File: config.mk
export PLATFORM = sky130hd
export DESIGN_NAME = rps_match_ctrl
export DESIGN_NICKNAME = d
export VERILOG_FILES = /design/src/rtl/rps_pkg.sv /design/src/rtl/rps_judge.sv /design/src/rtl/rps_match_ctrl.sv
export SDC_FILE = /design/constraint.sdc
export NUM_CORES = 1
export LEC_CHECK = 0
export BUFFER_PORTS_ARGS = -buffer_cell sky130_fd_sc_hd__buf_2
export CAP_MARGIN = 40
export CORE_ASPECT_RATIO = 0.8
export CORE_MARGIN = 2
export CORE_UTILIZATION = 40
export CTS_CLUSTER_SIZE = 10
export DETAILED_ROUTE_END_ITERATION = 8
export PLACE_DENSITY = 0.6
export SYNTH_ARGS = -nofsm -noshare
export SYNTH_HDL_FRONTEND = slang
export SYNTH_SLANG_ARGS = --single-unit
File: constraint.sdc
create_clock -name clk -period 3.1 [get_ports clk]
set_input_delay 0.465 -clock clk [delete_from_list [all_inputs] [get_ports clk]]
set_output_delay 0.465 -clock clk [all_outputs]
set_load 0.01 [all_outputs]
File: src/rtl/rps_pkg.sv
// Shared types and move helpers for the rock-paper-scissors match controller.
// The forfeit timeout in rps_match_ctrl is enabled by defining RPS_TIMEOUT_EN.
package rps_pkg;

  typedef enum logic [2:0] {
    NONE     = 3'd0,
    ROCK     = 3'd1,
    PAPER    = 3'd2,
    SCISSORS = 3'd3,
    INVALID  = 3'd4
  } move_t;

  typedef enum logic [1:0] {
    TIE  = 2'b00,
    P1   = 2'b01,
    P2   = 2'b10,
    VOID = 2'b11
  } result_t;

  typedef enum logic [1:0] {
    COLLECT = 2'd0,
    JUDGE   = 2'd1,
    REPORT  = 2'd2,
    DONE    = 2'd3
  } ctrl_state_t;

  function automatic move_t encode_move(input logic r, input logic p, input logic s);
    move_t m;
    case ({r, p, s})
      3'b100:  m = ROCK;
      3'b010:  m = PAPER;
      3'b001:  m = SCISSORS;
      3'b000:  m = NONE;
      default: m = INVALID;
    endcase
    return m;
  endfunction

  function automatic logic move_beats(input move_t a, input move_t b);
    return ((a == ROCK) && (b == SCISSORS)) ||
           ((a == SCISSORS) && (b == PAPER)) ||
           ((a == PAPER) && (b == ROCK));
  endfunction

endpackage

File: src/rtl/rps_judge.sv
// Combinational comparator: a pair of latched moves to a round result.
// Anything other than a clean rock/paper/scissors on either side voids the round.
module rps_judge
  import rps_pkg::*;
(
  input  move_t   move1,
  input  move_t   move2,
  output result_t result
);

  logic valid1_s;
  logic valid2_s;

  assign valid1_s = (move1 == ROCK) || (move1 == PAPER) || (move1 == SCISSORS);
  assign valid2_s = (move2 == ROCK) || (move2 == PAPER) || (move2 == SCISSORS);

  // Rank the two moves
  always_comb begin
    result = VOID;
    if (!valid1_s || !valid2_s) begin
      result = VOID;
    end else if (move1 == move2) begin
      result = TIE;
    end else if (move_beats(move1, move2)) begin
      result = P1;
    end else begin
      result = P2;
    end
  end

endmodule

File: src/rtl/rps_match_ctrl.sv
// Match controller: collects both moves, judges, reports and keeps score to WIN_TARGET.
// Define RPS_TIMEOUT_EN to let a lone latched player win by forfeit after TIMEOUT_CYCLES.
module rps_match_ctrl
  import rps_pkg::*;
#(
  parameter int SCORE_W        = 8,
  parameter int WIN_TARGET     = 3,
  parameter int TIMEOUT_CYCLES = 255
) (
  input  logic               clk,
  input  logic               rst,
  input  logic               r1,
  input  logic               p1,
  input  logic               s1,
  input  logic               r2,
  input  logic               p2,
  input  logic               s2,
  input  logic               go1,
  input  logic               go2,
  input  logic               new_match,
  output logic [SCORE_W-1:0] score1,
  output logic [SCORE_W-1:0] score2,
  output logic               dut_busy,
  output logic               round_valid,
  output logic [1:0]         round_result,
  output logic               match_done,
  output logic [1:0]         match_winner
);

  localparam logic [SCORE_W-1:0] TARGET_C    = SCORE_W'(WIN_TARGET);
  localparam logic [SCORE_W-1:0] SCORE_ONE_C = SCORE_W'(1'b1);

  ctrl_state_t        state_r, state_next_s;
  logic               lat1_r, lat2_r;
  move_t              move1_r, move2_r;
  logic               forfeit_r;
  logic               timeout_hit_s;
  result_t            judge_result_s, round_result_s;
  logic [SCORE_W-1:0] score1_r, score2_r;
  logic               busy_r, round_valid_r, match_done_r;
  result_t            round_result_r;
  logic [1:0]         match_winner_r;

  rps_judge u_judge (
    .move1  (move1_r),
    .move2  (move2_r),
    .result (judge_result_s)
  );

`ifdef RPS_TIMEOUT_EN
  localparam int TMO_W = (TIMEOUT_CYCLES > 1) ? $clog2(TIMEOUT_CYCLES) : 1;
  localparam logic [TMO_W-1:0] TMO_LAST_C = TMO_W'(TIMEOUT_CYCLES - 1);
  localparam logic [TMO_W-1:0] TMO_ONE_C  = TMO_W'(1'b1);

  logic [TMO_W-1:0] tmo_cnt_r;
  logic             waiting_s;

  // Exactly one side latched and the other side still silent this cycle
  assign waiting_s = (lat1_r & ~lat2_r & ~go2) | (lat2_r & ~lat1_r & ~go1);
  assign timeout_hit_s = (state_r == COLLECT) && waiting_s && (tmo_cnt_r == TMO_LAST_C);

  // Forfeit timeout counter
  always_ff @(posedge clk) begin
    if (rst) begin
      tmo_cnt_r <= '0;
    end else if ((state_r == COLLECT) && waiting_s && !timeout_hit_s) begin
      tmo_cnt_r <= tmo_cnt_r + TMO_ONE_C;
    end else begin
      tmo_cnt_r <= '0;
    end
  end
`else
  assign timeout_hit_s = 1'b0;
`endif

  // Forfeit overrides the comparator and credits whoever did move
  always_comb begin
    round_result_s = judge_result_s;
    if (forfeit_r) begin
      if (lat1_r) begin
        round_result_s = P1;
      end else begin
        round_result_s = P2;
      end
    end else begin
      round_result_s = judge_result_s;
    end
  end

  // Next-state logic
  always_comb begin
    state_next_s = state_r;
    case (state_r)
      COLLECT: begin
        if (((lat1_r | go1) && (lat2_r | go2)) || timeout_hit_s) begin
          state_next_s = JUDGE;
        end else begin
          state_next_s = COLLECT;
        end
      end
      JUDGE:   state_next_s = REPORT;
      REPORT: begin
        if ((score1_r == TARGET_C) || (score2_r == TARGET_C)) begin
          state_next_s = DONE;
        end else begin
          state_next_s = COLLECT;
        end
      end
      DONE: begin
        if (new_match) begin
          state_next_s = COLLECT;
        end else begin
          state_next_s = DONE;
        end
      end
      default: state_next_s = COLLECT;
    endcase
  end

  // State, move latches, scores and registered outputs
  always_ff @(posedge clk) begin
    if (rst) begin
      state_r        <= COLLECT;
      lat1_r         <= 1'b0;
      lat2_r         <= 1'b0;
      move1_r        <= NONE;
      move2_r        <= NONE;
      forfeit_r      <= 1'b0;
      score1_r       <= '0;
      score2_r       <= '0;
      busy_r         <= 1'b0;
      round_valid_r  <= 1'b0;
      round_result_r <= TIE;
      match_done_r   <= 1'b0;
      match_winner_r <= 2'b00;
    end else begin
      state_r       <= state_next_s;
      busy_r        <= (state_next_s != COLLECT);
      round_valid_r <= 1'b0;
      case (state_r)
        COLLECT: begin
          if (go1 && !lat1_r) begin
            lat1_r  <= 1'b1;
            move1_r <= encode_move(r1, p1, s1);
          end
          if (go2 && !lat2_r) begin
            lat2_r  <= 1'b1;
            move2_r <= encode_move(r2, p2, s2);
          end
          forfeit_r <= timeout_hit_s;
        end
        JUDGE: begin
          round_valid_r  <= 1'b1;
          round_result_r <= round_result_s;
          if ((round_result_s == P1) && (score1_r < TARGET_C)) begin
            score1_r <= score1_r + SCORE_ONE_C;
          end else if ((round_result_s == P2) && (score2_r < TARGET_C)) begin
            score2_r <= score2_r + SCORE_ONE_C;
          end
        end
        REPORT: begin
          lat1_r    <= 1'b0;
          lat2_r    <= 1'b0;
          forfeit_r <= 1'b0;
          if (state_next_s == DONE) begin
            match_done_r   <= 1'b1;
            match_winner_r <= (score1_r == TARGET_C) ? 2'b01 : 2'b10;
          end
        end
        DONE: begin
          if (new_match) begin
            score1_r       <= '0;
            score2_r       <= '0;
            match_done_r   <= 1'b0;
            match_winner_r <= 2'b00;
          end
        end
        default: begin
          lat1_r <= 1'b0;
          lat2_r <= 1'b0;
        end
      endcase
    end
  end

  assign score1       = score1_r;
  assign score2       = score2_r;
  assign dut_busy     = busy_r;
  assign round_valid  = round_valid_r;
  assign round_result = round_result_r;
  assign match_done   = match_done_r;
  assign match_winner = match_winner_r;

endmodule

==> reports/summary.txt <==
GRT
--------------------------------------------------------------------------------
Antenna violations before repair                                               0
Overflow left after global routing                                             0
Wire length of the first global-routing pass                             4960 um
Largest net degree at the start of global routing                             21
Via count of the first global-routing pass                                 1,187
Overall Global Routing Usage                                               15.4%

TIMING
--------------------------------------------------------------------------------
Unrepaired setup endpoints after global routing                            false
Fin crit period                                                          1770 ps
Headroom to the max-slew limit                                             56.6%
Max-slew violation total from the final report                                 0
Maximum clock frequency                                                0.566 GHz
Number of endpoints with negative hold slack in the final report               0
Post-Route Setup TNS                                                        0 ps
Final Cycle Share                                                          57.0%
Clock Skew                                                               5.32 ps
Final hold slack                                                          468 ps
Slew at the pin with the worst max-slew slack                             647 ps
Number of failing setup endpoints in the final timing report                   0

SYNTH
--------------------------------------------------------------------------------
Top_reg_cell synth                                                  sky130_fd_sc_hd__dfxtp_1
Most frequent cell after synthesis                                  sky130_fd_sc_hd__dfxtp_1
Cell accounting for the most synthesized area                       sky130_fd_sc_hd__dfxtp_1
Fraction of synthesized cell area taken by the top area cell type          46.2%
List of most frequent post-synthesis cells                          sky130_fd_sc_hd__dfxtp_1 (33), sky130_fd_sc_hd__nor2_1 (18), sky130_fd_sc_hd__a21oi_1 (16)
Top cells by area in the synthesized netlist                        sky130_fd_sc_hd__dfxtp_1 (46%), sky130_fd_sc_hd__a21oi_1 (5.6%), sky130_fd_sc_hd__and2_1 (5.2%), sky130_fd_sc_hd__nor2_1 (4.7%), sky130_fd_sc_hd__nand2_1 (3.9%)
Netlist area before placement                                           1430 um2
Number of enable flip-flop cells after synthesis                               0
Async set-or-reset flop fraction in the synthesized netlist                   0%
Synthesized instance count                                                   160
Register bit total from synthesis                                             33
Count of cell types in the netlist                                            36
Mean instance size in the synthesized netlist                           8.95 um2
Register area share after synthesis                                        46.2%
Number of warnings printed during yosys synthesis                              0
Synthesized Nets                                                             173

FINISH
--------------------------------------------------------------------------------
Final nets                                                                   208
Number of antenna diodes                                                       0
Fillers                                                                      353
Layout cells sized above 1                                                 23.1%
Area growth from synthesis to layout                                       19.3%
Final core utilization                                                     49.9%

DRT
--------------------------------------------------------------------------------
Mean routed wirelength per cell                                          12.5 um
Total wire length                                                        2970 um
Detailed-route DRC error count                                                 0
Average via count per standard cell                                         5.09
Drt first pass iters                                                           4
Antenna Nets Post-Route                                                        0
Detailed-route via count                                                   1,207
DRC marker count from the first detailed-route iteration                      47

WORST SETUP PATH
--------------------------------------------------------------------------------
Setup CP Type                                                       flip-flop to flip-flop
Crit path max fanout                                                          10
R2R Path Start                                                        state_r[0]
Critical-path top delay cell                                        sky130_fd_sc_hd__dfxtp_1
Element type at the critical path end                                  flip-flop
Cell depth of the worst flop-to-flop path                                      4
Kind of start point of the critical path                               flip-flop
WP data required                                                         3300 ps
Signal arrival time at the worst endpoint                                1970 ps
Setup slack on the worst flop-to-flop path                               1330 ps
Max incr delay on CP                                                      470 ps
Ordered cell list for the critical path                             nor2b_1, o2111ai_1, nor4_4, mux2i_1
End of the worst register-to-register path                             score1[1]

POWER AND IR DROP
--------------------------------------------------------------------------------
Total power                                                               858 uW
Leakage                                                                 0.745 nW
Total power density per cell area                                     502 nW/um2
Peak supply drop                                                        0.355 mV

DIE
--------------------------------------------------------------------------------
Die footprint                                                           4080 um2
Starting density of the core                                               41.8%
I/O pin count                                                                 34
Height of the chip                                                       57.5 um
Horizontal die dimension                                                 70.9 um
Area of the core                                                        3420 um2
Total number of placement rows                                                19

RUN STATUS
--------------------------------------------------------------------------------
Run status                                                          finished, final reports clean

PLACED DESIGN
--------------------------------------------------------------------------------
Placer Congestion                                                          0.805
Number of input and output port buffers inserted                              33
DPL Wire Length                                                          2270 um

CLOCK NETWORK
--------------------------------------------------------------------------------
Hold Buf Count CTS                                                             0
Cells resized by post-CTS repair                                               0
Maximum root-to-sink buffer count                                              2
Cts bufs inserted                                                              5
Post-CTS repair timing setup buffer count                                      0
TritonCTS clock tree                                                       built
Number of levels in the clock H-tree                                           2
Clock root buffer                                                   sky130_fd_sc_hd__clkbuf_8
Clock transition at the registers of the reported paths                    60 ps
Clock Sinks                                                                   33
Worst-Skew Late Latency                                                   280 ps

JOB
--------------------------------------------------------------------------------
Number of violations of the max-capacitance limit                              0

MIN PATH
--------------------------------------------------------------------------------
Number of cells on the worst hold path                                         2
Tightest Hold Check Type                                            flip-flop to flip-flop
Terminating pin of the worst hold path                                match_done
Min-delay src                                                         match_done

placed cells by master (no fill, tap or decap), types with 2 or more instances in the layout:
cell / count
sky130_fd_sc_hd__dfxtp_1: 33
sky130_fd_sc_hd__buf_2: 33
sky130_fd_sc_hd__nor2_1: 18
sky130_fd_sc_hd__a21oi_1: 16
sky130_fd_sc_hd__nand2_1: 15
sky130_fd_sc_hd__and2_1: 12
sky130_fd_sc_hd__nor3_1: 10
sky130_fd_sc_hd__clkbuf_8: 6
sky130_fd_sc_hd__nand3b_1: 5
sky130_fd_sc_hd__xnor2_1: 5
sky130_fd_sc_hd__mux2i_1: 4
sky130_fd_sc_hd__nand3_1: 3
sky130_fd_sc_hd__nor2b_1: 3
sky130_fd_sc_hd__nand2b_1: 3
sky130_fd_sc_hd__o21ai_0: 3
sky130_fd_sc_hd__a31oi_1: 2
sky130_fd_sc_hd__o2111ai_1: 2
sky130_fd_sc_hd__a211oi_1: 2
sky130_fd_sc_hd__nand4_1: 2
sky130_fd_sc_hd__ha_1: 2
per-layer routing:
layer	up-vias	wire (um)	GRT usage, %
li1	630	-	-
met1	558	1490	20.0
met2	15	1340	24.6
met3	4	113	4.95
met4	0	22	5.12
met5	-	0	0
kinds of logic (layout without fill, tap and decap cells):
group | after synthesis | after routing | synth area share [%]
compound gates | 29 | 29 | 12.5
mux | 5 | 5 | 3.85
fa+ha+maj | 2 | 2 | 1.75
buf+inv | 7 | 42 | 2.71
xor+xnor | 5 | 5 | 3.06
simple gates | 79 | 79 | 30.0
flops | 33 | 33 | 46.2
worst max-delay path, delay by kind of cell (launching register included):
family / cells / cell delay [ps]
AND/OR/NAND/NOR: 2 / 710
flip-flops: 1 / 470
AO/OA/AOI/OAI: 1 / 290
multiplexers: 1 / 220
stage by stage:
step / cells / setup WS [ps] / cell area, um2
floorplan: 160 / 1560 / 1430
global placement: 229 / 1280 / 1610
detailed placement: 230 / 1340 / 1620
CTS: 237 / 1320 / 1710
global route: 237 / 1190 / 1710
finish: 237 / 1330 / 1710
worst max path at each step:
stage | slack [ps] | cells after the start | start | to
2_1_floorplan | 1560 | 6 | move2_r[1] | score1[0]
3_3_place_gp | 1280 | 4 | rst | score2[0]
3_5_place_dp | 1340 | 5 | move2_r[1] | score1[0]
4_1_cts | 1320 | 5 | move2_r[1] | score1[1]
5_1_grt | 1190 | 4 | state_r[0] | score1[1]
6_report | 1330 | 4 | state_r[0] | score1[1]
power by group:
group          internal (mW)  total (mW)  switching [mW]
Combinational         0.0377      0.0850          0.0472
Clock                  0.176       0.319           0.143
Sequential             0.438       0.454          0.0166
Total                  0.651       0.858           0.207
layout make-up:
class	count	area, um2	share of cell area [%]
Sequential cell	33	661	38.7
Tap cell	42	52.6	3.08
Timing Repair Buffer	34	173	10.1
Clock buffer	7	86.3	5.05
Multi-Input combinational cell	120	732	42.9
Inverter	1	3.75	0.220
state kept, by name (all words and copies together) (netlist names):
name and flops:
dut_busy 1, lat1_r 1, lat2_r 1, match_done 1
match_winner 2, move1_r 3, move2_r 3, round_result 2
round_valid 1, score1 8, score2 8, state_r 2
Note: power is estimated with default switching activity, not from simulation.
